[config.mk]
export PLATFORM = sky130hd
export DESIGN_NAME = pkt_stream_gen_flat
export DESIGN_NICKNAME = d
export VERILOG_FILES = /design/src/rtl/pkt_stream_gen_pkg.sv /design/src/rtl/pkt_stream_gen_if.sv /design/src/rtl/pkt_stream_gen_pattern.sv /design/src/rtl/pkt_stream_gen.sv /design/src/flat_wrapper.sv
export SDC_FILE = /design/constraint.sdc
export NUM_CORES = 1
export LEC_CHECK = 0
export ABC_AREA = 1
export CORE_MARGIN = 10
export CORE_UTILIZATION = 42
export CTS_CLUSTER_DIAMETER = 60
export CTS_CLUSTER_SIZE = 25
export DETAILED_ROUTE_END_ITERATION = 16
export PLACE_DENSITY = 0.66
export SLEW_MARGIN = 20
export SYNTH_ARGS = -nofsm -noshare
export SYNTH_HDL_FRONTEND = slang
export SYNTH_SLANG_ARGS = --single-unit
[constraint.sdc]
create_clock -name clk -period 2 [get_ports clk]
set_input_delay 0.4 -clock clk [delete_from_list [all_inputs] [get_ports clk]]
set_output_delay 0.4 -clock clk [all_outputs]
set_load 0.02 [all_outputs]
[src/rtl/pkt_stream_gen_pkg.sv]
// pkt_gen_pkg: shared mode and FSM state encodings for the packet stream generator.
// Revision: 1.0
`default_nettype none

package pkt_gen_pkg;

   localparam logic [1:0] MODE_INCR  = 2'd0;
   localparam logic [1:0] MODE_CONST = 2'd1;
   localparam logic [1:0] MODE_LFSR  = 2'd2;
   localparam logic [1:0] MODE_WALK  = 2'd3;

   typedef enum logic [1:0] {
      ST_IDLE = 2'd0,
      ST_LOAD = 2'd1,
      ST_SEND = 2'd2,
      ST_GAP  = 2'd3
   } state_t;

endpackage

`default_nettype wire

[src/rtl/pkt_stream_gen_if.sv]
// pkt_stream_gen_if: control inputs, status outputs and valid/ready stream of the generator.
// Revision: 1.0
`default_nettype none

interface pkt_stream_gen_if #(
   parameter int DATA_W = 8,
   parameter int LEN_W  = 8,
   parameter int GAP_W  = 4,
   parameter int CNT_W  = 16
);
   logic              start;
   logic              stop;
   logic [1:0]        mode;
   logic              continuous;
   logic [LEN_W-1:0]  pack_length;
   logic [GAP_W-1:0]  gap_cycles;
   logic [DATA_W-1:0] seed;
   logic              ready;
   logic              valid;
   logic [DATA_W-1:0] data;
   logic              last;
   logic              busy;
   logic              len_err;
   logic [CNT_W-1:0]  pkt_cnt;

   // master is the generator side; slave is the controller plus stream sink
   modport master (
      input  start, stop, mode, continuous, pack_length, gap_cycles, seed, ready,
      output valid, data, last, busy, len_err, pkt_cnt
   );

   modport slave (
      output start, stop, mode, continuous, pack_length, gap_cycles, seed, ready,
      input  valid, data, last, busy, len_err, pkt_cnt
   );
endinterface

`default_nettype wire

[src/rtl/pkt_stream_gen_pattern.sv]
// pkt_gen_pattern: payload pattern register; reloads from seed on load, advances one step per beat.
// Revision: 1.0
`default_nettype none

module pkt_gen_pattern
   import pkt_gen_pkg::*;
#(
   parameter int                DATA_W   = 8,
   parameter logic [DATA_W-1:0] LFSR_TAP = DATA_W'(8'hB8)
) (
   input  logic              clk,
   input  logic              rst,
   input  logic              load_i,
   input  logic              step_i,
   input  logic [1:0]        mode_i,
   input  logic [DATA_W-1:0] seed_i,
   output logic [DATA_W-1:0] value_o
);

   logic [DATA_W-1:0] value_q;
   logic [DATA_W-1:0] value_d;
   logic [DATA_W-1:0] seed_nz_d;

   // LFSR and walking-one both lock up on an all-zero register
   assign seed_nz_d = (seed_i == '0) ? DATA_W'(1) : seed_i;

   always_comb begin
      value_d = value_q;
      if (load_i) begin
         case (mode_i)
            MODE_LFSR, MODE_WALK: value_d = seed_nz_d;
            default:              value_d = seed_i;
         endcase
      end else if (step_i) begin
         case (mode_i)
            MODE_INCR:  value_d = value_q + DATA_W'(1);
            MODE_CONST: value_d = value_q;
            MODE_LFSR:  value_d = (value_q >> 1) ^ (value_q[0] ? LFSR_TAP : '0);
            MODE_WALK:  value_d = {value_q[DATA_W-2:0], value_q[DATA_W-1]};
            default:    value_d = value_q;
         endcase
      end
   end

   always_ff @(posedge clk) begin
      if (rst) begin
         value_q <= '0;
      end else begin
         value_q <= value_d;
      end
   end

   assign value_o = value_q;

endmodule

`default_nettype wire

[src/rtl/pkt_stream_gen.sv]
// pkt_stream_gen: packet stream generator top; control FSM, beat/gap counters and packet counter.
// Revision: 1.0
`default_nettype none

module pkt_stream_gen
   import pkt_gen_pkg::*;
#(
   parameter int                DATA_W   = 8,
   parameter int                LEN_W    = 8,
   parameter int                GAP_W    = 4,
   parameter int                CNT_W    = 16,
   parameter logic [DATA_W-1:0] LFSR_TAP = DATA_W'(8'hB8)
) (
   input  logic               clk,
   input  logic               rst,
   pkt_stream_gen_if.master   bus
);

   state_t            state_q;
   logic [1:0]        mode_q;
   logic              cont_q;
   logic [LEN_W-1:0]  len_q;
   logic [GAP_W-1:0]  gap_q;
   logic [DATA_W-1:0] seed_q;
   logic [LEN_W-1:0]  beat_q;
   logic [GAP_W-1:0]  gap_cnt_q;
   logic              valid_q;
   logic              last_q;
   logic              busy_q;
   logic              len_err_q;
   logic [CNT_W-1:0]  pkt_cnt_q;

   logic              xfer_d;
   logic              load_d;
   logic [LEN_W-1:0]  beat_inc_d;
   logic [DATA_W-1:0] value_d;

   assign xfer_d     = valid_q && bus.ready;
   assign load_d     = (state_q == ST_LOAD);
   assign beat_inc_d = beat_q + LEN_W'(1);

   pkt_gen_pattern #(
      .DATA_W   (DATA_W),
      .LFSR_TAP (LFSR_TAP)
   ) u_pattern (
      .clk     (clk),
      .rst     (rst),
      .load_i  (load_d),
      .step_i  (xfer_d),
      .mode_i  (mode_q),
      .seed_i  (seed_q),
      .value_o (value_d)
   );

   always_ff @(posedge clk) begin
      if (rst) begin
         state_q   <= ST_IDLE;
         mode_q    <= MODE_INCR;
         cont_q    <= 1'b0;
         len_q     <= '0;
         gap_q     <= '0;
         seed_q    <= '0;
         beat_q    <= '0;
         gap_cnt_q <= '0;
         valid_q   <= 1'b0;
         last_q    <= 1'b0;
         busy_q    <= 1'b0;
         len_err_q <= 1'b0;
         pkt_cnt_q <= '0;
      end else begin
         len_err_q <= 1'b0;
         case (state_q)
            ST_IDLE: begin
               if (bus.start) begin
                  if (bus.pack_length == '0) begin
                     len_err_q <= 1'b1;
                  end else begin
                     mode_q  <= bus.mode;
                     cont_q  <= bus.continuous;
                     len_q   <= bus.pack_length;
                     gap_q   <= bus.gap_cycles;
                     seed_q  <= bus.seed;
                     busy_q  <= 1'b1;
                     state_q <= ST_LOAD;
                  end
               end
            end
            ST_LOAD: begin
               beat_q  <= '0;
               valid_q <= 1'b1;
               last_q  <= (len_q == LEN_W'(1));
               state_q <= ST_SEND;
            end
            ST_SEND: begin
               if (xfer_d) begin
                  if (last_q) begin
                     pkt_cnt_q <= pkt_cnt_q + CNT_W'(1);
                     valid_q   <= 1'b0;
                     last_q    <= 1'b0;
                     if (cont_q && !bus.stop) begin
                        if (gap_q != '0) begin
                           gap_cnt_q <= gap_q - GAP_W'(1);
                           state_q   <= ST_GAP;
                        end else begin
                           state_q   <= ST_LOAD;
                        end
                     end else begin
                        busy_q  <= 1'b0;
                        state_q <= ST_IDLE;
                     end
                  end else begin
                     beat_q <= beat_inc_d;
                     last_q <= (beat_inc_d == len_q - LEN_W'(1));
                  end
               end
            end
            ST_GAP: begin
               if (bus.stop) begin
                  busy_q  <= 1'b0;
                  state_q <= ST_IDLE;
               end else if (gap_cnt_q == '0) begin
                  state_q <= ST_LOAD;
               end else begin
                  gap_cnt_q <= gap_cnt_q - GAP_W'(1);
               end
            end
            default: begin
               busy_q  <= 1'b0;
               valid_q <= 1'b0;
               state_q <= ST_IDLE;
            end
         endcase
      end
   end

   assign bus.valid   = valid_q;
   assign bus.data    = value_d;
   assign bus.last    = last_q;
   assign bus.busy    = busy_q;
   assign bus.len_err = len_err_q;
   assign bus.pkt_cnt = pkt_cnt_q;

endmodule

`default_nettype wire
[src/flat_wrapper.sv]
// flat-port wrapper written by rule: the top's interface ports become plain ports
module pkt_stream_gen_flat import pkt_gen_pkg::*;
#(
   parameter int                DATA_W   = 8,
   parameter int                LEN_W    = 8,
   parameter int                GAP_W    = 4,
   parameter int                CNT_W    = 16,
   parameter logic [DATA_W-1:0] LFSR_TAP = DATA_W'(8'hB8)
)
  (clk, rst, bus_start, bus_stop, bus_mode, bus_continuous, bus_pack_length, bus_gap_cycles, bus_seed, bus_ready, bus_valid, bus_data, bus_last, bus_busy, bus_len_err, bus_pkt_cnt);
  pkt_stream_gen_if #(.DATA_W(DATA_W), .LEN_W(LEN_W), .GAP_W(GAP_W), .CNT_W(CNT_W)) bus_i ();
  input  logic clk;
  input  logic rst;
  input wire logic [$bits(bus_i.start)-1:0] bus_start;
  input wire logic [$bits(bus_i.stop)-1:0] bus_stop;
  input wire logic [$bits(bus_i.mode)-1:0] bus_mode;
  input wire logic [$bits(bus_i.continuous)-1:0] bus_continuous;
  input wire logic [$bits(bus_i.pack_length)-1:0] bus_pack_length;
  input wire logic [$bits(bus_i.gap_cycles)-1:0] bus_gap_cycles;
  input wire logic [$bits(bus_i.seed)-1:0] bus_seed;
  input wire logic [$bits(bus_i.ready)-1:0] bus_ready;
  output wire logic [$bits(bus_i.valid)-1:0] bus_valid;
  output wire logic [$bits(bus_i.data)-1:0] bus_data;
  output wire logic [$bits(bus_i.last)-1:0] bus_last;
  output wire logic [$bits(bus_i.busy)-1:0] bus_busy;
  output wire logic [$bits(bus_i.len_err)-1:0] bus_len_err;
  output wire logic [$bits(bus_i.pkt_cnt)-1:0] bus_pkt_cnt;
  assign bus_i.start = bus_start;
  assign bus_i.stop = bus_stop;
  assign bus_i.mode = bus_mode;
  assign bus_i.continuous = bus_continuous;
  assign bus_i.pack_length = bus_pack_length;
  assign bus_i.gap_cycles = bus_gap_cycles;
  assign bus_i.seed = bus_seed;
  assign bus_i.ready = bus_ready;
  assign bus_valid = bus_i.valid;
  assign bus_data = bus_i.data;
  assign bus_last = bus_i.last;
  assign bus_busy = bus_i.busy;
  assign bus_len_err = bus_i.len_err;
  assign bus_pkt_cnt = bus_i.pkt_cnt;
  pkt_stream_gen #(.DATA_W(DATA_W), .LEN_W(LEN_W), .GAP_W(GAP_W), .CNT_W(CNT_W), .LFSR_TAP(LFSR_TAP)) u_core (.clk(clk), .rst(rst), .bus(bus_i));
endmodule
# Word level (Yosys, flattened, before mapping)
# Index checks and enable logic that the tools add are counted.
# op_classes
add_sub_neg	6
mul	0
div	0
n_lt_le_gt_ge	0
n_eq_ne	21
shifts	0
muxes	39
bitwise_logic	4
reduce_logical	24
# ops
operator	count
8-bit two-way mux	7
4-bit two-way mux	6
8-bit one-hot mux with 3 select lines	1
16-bit by 1-bit adder with 16-bit output (second input constant)	1
8-bit by 1-bit adder with 8-bit output (second input constant)	2
8-bit logical NOT	2
2-bit two-way mux	8
2-bit inequality test (second input constant)	8
8-bit one-hot mux with 2 select lines	1
7-bit AND reduction	2
3-bit AND reduction	4
1-bit two-way mux	11
2-bit == test (second input constant)	4
8-bit by 1-bit == test with 1-bit output (second input constant)	1
8-bit == test	1
2-bit by 1-bit inequality test with 1-bit output (second input constant)	4
2-bit one-hot mux with 4 select lines	1
4-bit one-hot mux with 2 select lines	1
4-bit by 1-bit subtractor with 4-bit output (second input constant)	2
8-bit by 1-bit subtractor with 8-bit output (second input constant)	1
7-bit by 8-bit bitwise XOR with 8-bit output	1
2-bit nonzero test	3
5-bit AND reduction	1
2-bit by 1-bit == test with 1-bit output (second input constant)	2
13 further kinds	19
# word_totals
register_bits	65
latchBits	0
ram_bits	0
romBits	0
input_bits	28
out_inout_bits	28
word_cells	108
n_memories	0

# Logic depth before layout (Yosys ltp)
# Gate-level depths: netlist (run 1).
# logic_depth
depth_word	6
mapped_depth	12
mapped_depth_nobuf	12

# Modules after synthesis
# Synthesis (run 1) repeated with hierarchy kept, for this count alone.
# hier_totals
cells_unflattened	568
hier_area_um2	3738.6
# by_module_without_submodules
module	n_inst	cells_each	area_per_inst_um2	seq_area_each_um2
pkt_stream_gen	1	445	3041.7	1141.1
pkt_gen_pattern	1	123	696.9	160.2

# Worst setup path after synthesis (run 1)
# Ideal clock, no wire load.
# synth_timing
path_kind	reg-to-reg
startpoint	reg u_core.valid_q (netlist: u_core.bus.valid)
endpoint	reg u_core.pkt_cnt_q[14] (netlist: u_core.bus.pkt_cnt[14])
setup_ns	0.132
t_arrival_ns	1.390
required_time_ns	1.868
slack_ns	0.479
path_stages_with_launch	10
period_less_slack_ns	1.521
path_cell_list	dfxtp_1 nand2_2 nor2_8 nand2_8 nor2_8 nand2_4 nor2_4 nand3_2 nor2_1 nor3b_2
# synth_between
elab_chain_cells	2
# synth_lines
element	line	source
start, declared	pkt_stream_gen.sv:27	logic valid_q;
start signal, assigned	pkt_stream_gen.sv:65	valid_q <= 1'b0;
start signal, assigned	pkt_stream_gen.sv:90	valid_q <= 1'b1;
start signal, assigned	pkt_stream_gen.sv:98	valid_q <= 1'b0;
1-bit logical AND	pkt_stream_gen.sv:38	assign xfer_d = valid_q && bus.ready;
3-bit AND reduction (no source line)	--	
end signal, assigned	pkt_stream_gen.sv:97	pkt_cnt_q <= pkt_cnt_q + CNT_W'(1);
end, declared	pkt_stream_gen.sv:31	logic [CNT_W-1:0] pkt_cnt_q;
# No other way between the ends.
# A chain may end at the register's enable or synchronous reset.

# Worst setup path in the final report (run 1)
# layout_timing
startpoint	reg u_core.u_pattern.value_q[2] (netlist: u_core.u_pattern.value_o[2])
endpoint	out bus_data[2]
# layout_rtl
element	line	source
start, declared	pkt_stream_gen_pattern.sv:20	logic [DATA_W-1:0] value_q;
start signal, assigned	pkt_stream_gen_pattern.sv:49	value_q <= value_d;
end, declared	flat_wrapper.sv:23	output wire logic [$bits(bus_i.data)-1:0] bus_data;
# No word-level cell between the ends.

==> results.ini, run 1 <==
[status]
status = finished clean

[synthesis]
synth_edf_count = 0
syn_inst = 546
synthArstFlopShare_pct = 0
synthesis.nets = 580
yosysSeqAreaShare_pct = 35.9
synth_area_per_cell_um2 = 6.64
synth_area_mm2 = 0.00363
synth_top_cell_area_share_pct = 35.9
synthMostInstantiatedCell = nand2_1
synth_common_cells = 129 x nand2_1, 81 x nor2_1, 65 x dfxtp_1, 65 x inv_1, 45 x o21ai_0
synth.distinct_cells = 38
ys_warn_count = 0
synth_top_cell_by_area = dfxtp_1
yosys-top-cells-area = dfxtp_1 36%, nand2_1 13%, nor2_1 8.4%, inv_1 6.7%, o21ai_0 6.2%
synth_ff_type = dfxtp_1
synth-seq-cells = 65

[pwr]
leakagePower_nw = 1.98
p_sw_share_pct = 36.5
switchingPower_mw = 1.39
ir_worst_vdd_mv = 0.456
pwr_density_cell_mw_per_mm2 = 841
power_frac_seq_pct = 42.6
combPwrFrac_pct = 30.3
pwr-share-clk_pct = 27.1
p_int_mw = 2.42

[setup_path]
crit_buf_inv = 1
worstPathMaxFanout = 7
end_kind = primary output
cp_slowest_cell = clkdlybuf4s50_1
worstPathRequired_ns = 1.60
critPathLaunchType = flip-flop
crit_chain = clkdlybuf4s50_1
max_stage_delay_ns = 0.68
crit_family = buffers and inverters
arrival_ns = 1.49
critical_path_class = reg -> out

[clock_network]
cts_made_buffers = 9
cts.sinks = 65
cts.clk_slew.worst_paths_ns = 0.08
postCtsSetupBuffers = 0
h-tree-depth = 3
clk_path_buf_depth = 2
clk_latency_ns = 0.34
cts_hold_buf = 0
cts_tree = yes
cts_root_buffer = clkbuf_8

[floorplanning]
rows = 33
fp.dieH_um = 113
core_area_mm2 = 0.00830
die_w_um = 113
die-area_mm2 = 0.0128
start_util_pct = 43.7
io_pins = 56

[detailed_routing]
drc_errors = 0
vias_per_cell = 5.10
drtAntennaViolNets = 0
wl_per_cell_um = 13.4
vias = 3663
first_pass_iters = 4
drtIter0Drc = 199
routed_wl_um = 9640

[grt]
grt_pass1_wl_um = 16600
grt-ovfl-total = 0
antenna_found_initial = 0
grt_max_degree = 45
grt_util_all_layers_pct = 15.3
grt_pass1_vias = 3617

[cells_and_area]
final_cell_count_no_fill = 718
drive_above_1_share_pct = 7.50
num-fill-cells = 836
n_antenna_cell = 0
final_nets = 642
area_growth_pct = 24.9
final_core_util_pct = 54.6

[placed_design]
place.gp.congestion = 0.857
io_buffers = 55
placed_cells = 702
dp.final_hpwl_um = 7110

[timing]
finalCritPeriodShare_pct = 94.6
fmax_ghz = 0.528
slew_violations = 0
grt_setup_unrepaired = false
period_needed_ns = 1.89
fin_skew_ns = 0.00721
slew_headroom_pct = 73.6
hold_viol_final = 0
worst_pin_slew_ns = 0.392
final-setup-viol-count = 0

[flow_run]
drv_cap = 0

[min_path]
hp-class = reg -> reg

-- repair_timing --
action                                 4_1_cts  5_1_grt
pin swaps                                    0        0
setup endpoints to repair                    1        1
gates resized for setup                      1        1
endpoints found under the hold margin        0        0
-- flip-flops by register name, indices dropped and copies added, names as in the netlist --
register / cells
u_core.bus.valid: 1
u_core.cont_q: 1
u_core.bus.busy: 1
u_core.u_pattern.value_o: 8
u_core.bus.last: 1
u_core.bus.len_err: 1
u_core.len_q: 8
u_core.gap_q: 4
u_core.seed_q: 8
u_core.mode_q: 2
u_core.gap_cnt_q: 4
u_core.beat_q: 8
u_core.state_q: 2
u_core.bus.pkt_cnt: 16
-- per-layer routing --
| layer | share of wire, % | global-route usage [%] | wire (um) |
|---|---|---|---|
| met1 | 44 | 17.9 | 4280 |
| met2 | 50 | 26.4 | 4770 |
| met3 | 5.3 | 4.54 | 510 |
| met4 | 0.74 | 4.23 | 71 |
| met5 | 0 | 0 | 0 |
-- power groups by stage --
stage	clock network, mW	logic, mW	registers (mW)
final	1.03	1.16	1.62
after global routing	1.13	1.32	1.64
after CTS	1.06	1.16	1.62
after detailed placement	0	1.15	1.64
after global placement	0	1.14	1.64
after floorplan	0	0.736	1.65
-- final timing paths --
check	start	cells after the start	to	slack, ns
setup / recovery	u_core.u_pattern.value_o[2]	1	bus_data[2]	0.11
hold / removal	u_core.bus.busy	2	u_core.bus.busy	0.47
setup reg to reg	u_core.state_q[1]	6	u_core.gap_cnt_q[2]	0.30
hold reg to reg	u_core.bus.busy	2	u_core.bus.busy	0.47
-- stage by stage --
| stage | worst slack (ns) | hold WS, ns | cell area [um^2] | setup TNS, ns | total power, mW |
|---|---|---|---|---|---|
| global placement | 0.0227 | 0.457 | 4350 | 0 | 2.78 |
| CTS | 0.0191 | 0.475 | 4530 | 0 | 3.84 |
| global route | 0.0259 | 0.496 | 4530 | 0 | 4.09 |
| detailed placement | -0.0177 | 0.462 | 4350 | -0.0177 | 2.79 |
| floorplan | 0.479 | 0.445 | 3630 | 0 | 2.38 |
| finish | 0.107 | 0.470 | 4530 | 0 | 3.81 |
-- tightest hold or removal path: cells and delay by family (launching register included) --
family | cells | cell delay (ns)
flip-flops | 1 | 0.31
AO/OA/AOI/OAI | 1 | 0.05
AND/OR/NAND/NOR | 1 | 0.06
-- layout by cell type, fill, tap and decap left out, types with 3 or more instances in the layout --
master	Yosys	routed
clkdlybuf4s50_1	0	55
nor2_8	3	3
o221ai_1	7	7
nand4_1	5	5
dfxtp_1	65	63
nor2_1	81	81
buf_4	0	7
inv_1	65	65
o21ai_1	3	3
clkinv_2	0	3
clkbuf_8	0	11
nand2_4	3	3
xor2_1	6	6
a21oi_1	43	43
a41oi_1	3	3
a221oi_1	3	3
nor3_1	11	11
o21ai_0	45	45
nand2_1	129	129
inv_2	3	3
ha_1	6	6
nand3_1	27	27
-- area by class of cell --
| cell class | instances | area [um^2] | share of cell area, % |
|---|---|---|---|
| inverter | 68 | 255 | 5.63 |
| tap | 105 | 131 | 2.90 |
| timing repair buffer | 64 | 643 | 14.2 |
| sequential | 65 | 1300 | 28.8 |
| clock inverter | 5 | 30.0 | 0.663 |
| clock buffer | 11 | 151 | 3.34 |
| multi-input combinational | 400 | 2020 | 44.5 |
-- logic make-up after synthesis --
family / synth area share [%]
compound gates: 17.4
xor+xnor: 1.69
fa+ha+maj: 2.07
buf+inv: 8.55
flops: 35.9
simple gates: 34.4
(Power assumes the default switching activity.)
==> inputs of run 2 (changes only) <==
clock period = 2.2 ns   (was 2 ns; I/O delays follow)
==> run 2 against run 1 <==
Routed wire length fell by 1.2%. Largest power group unchanged. Die area stayed put. Largest cell class unchanged. Sequential share of layout area about the same. Design area fell by 0.28%. Critical endpoint is now bus_data[0].
==> results.ini, run 2 (synthesized netlist as in run 1, its figures left out) <==
[cells_and_area]
mostFrequentLayoutCell = nand2_1  ; unchanged
final_nets = 642  ; unchanged
final_cell_mix = 129 x nand2_1, 81 x nor2_1, 65 x inv_1, 65 x dfxtp_1, 55 x clkdlybuf4s50_1  ; was 129 x nand2_1, 81 x nor2_1, 65 x inv_1, 63 x dfxtp_1, 55 x clkdlybuf4s50_1
area_growth_pct = 24.6  ; was 24.9%
num-fill-cells = 810  ; was 836
drive_above_1_share_pct = 7.18  ; was 7.50%
final_core_util_pct = 54.4  ; was 54.6%
n_antenna_cell = 0  ; unchanged
postLayoutCellArea_mm2 = 0.00452  ; was 0.00453 mm^2
largest_reg_flops = 16  ; unchanged

[setup_path]
crit_buf_inv = 1  ; unchanged
cp_slowest_cell = clkdlybuf4s50_1  ; unchanged
arrival_ns = 1.62  ; was 1.49 ns
worstPathMaxFanout = 11  ; was 7
critPathLaunchType = flip-flop  ; unchanged
end_kind = primary output  ; unchanged
max_stage_delay_ns = 0.69  ; was 0.68 ns
critical_path_class = reg -> out  ; unchanged
worstPathRequired_ns = 1.76  ; was 1.60 ns
crit_family = buffers and inverters  ; unchanged
crit_chain = clkdlybuf4s50_1  ; unchanged

[floorplanning]
die-area_mm2 = 0.0128  ; unchanged
die_w_um = 113  ; unchanged
start_util_pct = 43.7  ; unchanged
io_pins = 56  ; unchanged
core_area_mm2 = 0.00830  ; unchanged
fp.dieH_um = 113  ; unchanged
rows = 33  ; unchanged

[detailed_routing]
drtIter0Drc = 235  ; was 199
vias = 3675  ; was 3663
wl_per_cell_um = 13.3  ; was 13.4 um
routed_wl_um = 9520  ; was 9640 um
vias_per_cell = 5.12  ; was 5.10
drc_errors = 0  ; unchanged
drtAntennaViolNets = 0  ; unchanged
first_pass_iters = 5  ; was 4

[clock_network]
cts.clk_slew.worst_paths_ns = 0.08  ; about the same
cts_tree = yes  ; unchanged
postCtsSetupBuffers = 0  ; unchanged
post_cts_resized = 0  ; was 1
cts_root_buffer = clkbuf_8  ; unchanged
clk_latency_ns = 0.35  ; was 0.34 ns
clk_path_buf_depth = 2  ; unchanged
cts.sinks = 65  ; unchanged
cts_made_buffers = 9  ; unchanged
h-tree-depth = 3  ; unchanged
cts_hold_buf = 0  ; unchanged

[timing]
tns_ns = 0  ; unchanged
final-setup-viol-count = 0  ; unchanged
grt_setup_unrepaired = false  ; unchanged
finalCritPeriodShare_pct = 93.7
fmax_ghz = 0.485
slew_violations = 0  ; unchanged
worst_pin_slew_ns = 0.406  ; was 0.392 ns
fin_skew_ns = 0.0108  ; was 0.00721 ns
slew_headroom_pct = 72.9  ; was 73.6%
hold_viol_final = 0  ; unchanged
period_needed_ns = 2.06

[pwr]
ir_worst_vdd_mv = 0.367  ; was 0.456 mV
power_frac_seq_pct = 43.0  ; was 42.6%
leakagePower_nw = 1.97  ; was 1.98 nW
pwr-share-clk_pct = 26.2  ; was 27.1%
p_sw_share_pct = 37.4  ; was 36.5%
combPwrFrac_pct = 30.8  ; was 30.3%
switchingPower_mw = 1.28  ; was 1.39 mW
pwr_density_cell_mw_per_mm2 = 758  ; was 841 mW/mm^2
p_int_mw = 2.14  ; was 2.42 mW

[grt]
grt_pass1_vias = 3520  ; was 3617
antenna_found_initial = 0  ; unchanged
grt_util_all_layers_pct = 14.9  ; was 15.3%
grt_pass1_wl_um = 16000  ; was 16600 um
grt_max_degree = 45  ; unchanged
grt-ovfl-total = 0  ; unchanged

[min_path]
hp-class = reg -> reg  ; unchanged

[placed_design]
dp.final_hpwl_um = 7090  ; was 7110 um
place.gp.congestion = 0.866  ; was 0.857
dpl_cell_area_mm2 = 0.00435  ; unchanged
io_buffers = 55  ; unchanged

[status]
status = finished clean  ; unchanged

[flow_run]
drv_cap = 0  ; unchanged

[run 2: cell count changes in the layout (fill, tap and decap cells not counted), sizes merged]
cell,delta
clkbuf,-2
clkinv,+2
[run 2: layout make-up]
| class | instances | area, um^2 | area share (%) |
|---|---|---|---|
| Sequential cell | 65 | 1300 | 28.8 |
| Timing Repair Buffer | 64 | 643 | 14.2 |
| Clock inverter | 7 | 47.5 | 1.05 |
| Inverter | 68 | 255 | 5.65 |
| Tap cell | 105 | 131 | 2.91 |
| Multi-Input combinational cell | 400 | 2020 | 44.6 |
| Clock buffer | 9 | 124 | 2.74 |
[run 2: routing by layer]
| metal | track usage [%] | routed length, um | share of wire (%) | vias to the layer above |
|---|---|---|---|---|
| met5 | 0 | 0 | 0 | - |
| met4 | 5.75 | 176 | 1.8 | 0 |
| met3 | 5.12 | 482 | 5.1 | 19 |
| met2 | 25.0 | 4670 | 49 | 73 |
| met1 | 16.9 | 4190 | 44 | 1671 |
| li1 | - | - | - | 1912 |
[run 2: power by group through the flow]
stage / Combinational, mW / Sequential [mW] / Clock, mW
CTS: 1.06 / 1.47 / 0.923
floorplan: 0.669 / 1.50 / 0
finish: 1.06 / 1.47 / 0.897
detailed placement: 1.05 / 1.49 / 0
global placement: 1.04 / 1.49 / 0
global route: 1.20 / 1.49 / 0.968
[run 2: worst paths after layout]
path	from	depth (start not counted)	endpoint	slack, ns
hold reg to reg	u_core.bus.busy	2	u_core.bus.busy	0.47
setup / recovery	u_core.u_pattern.value_o[0]	1	bus_data[0]	0.14
setup reg to reg	u_core.beat_q[0]	11	u_core.bus.last	0.54
hold / removal	u_core.bus.busy	2	u_core.bus.busy	0.47
[run 2: per-stage QoR]
step,hold WS (ns),worst slack [ns],cells,total power [mW]
global placement,0.454,0.164,702,2.53
detailed placement,0.455,0.108,702,2.55
global route,0.477,0.0708,718,3.66
floorplan,0.445,0.679,546,2.17
finish,0.465,0.139,718,3.42
CTS,0.468,0.140,718,3.45
==> inputs of run 3 (changes only) <==
SLEW_MARGIN = 25   (was 20)
==> results of run 3 <==
Same layout as run 2: the final DEF is identical, and so are final timing and power.
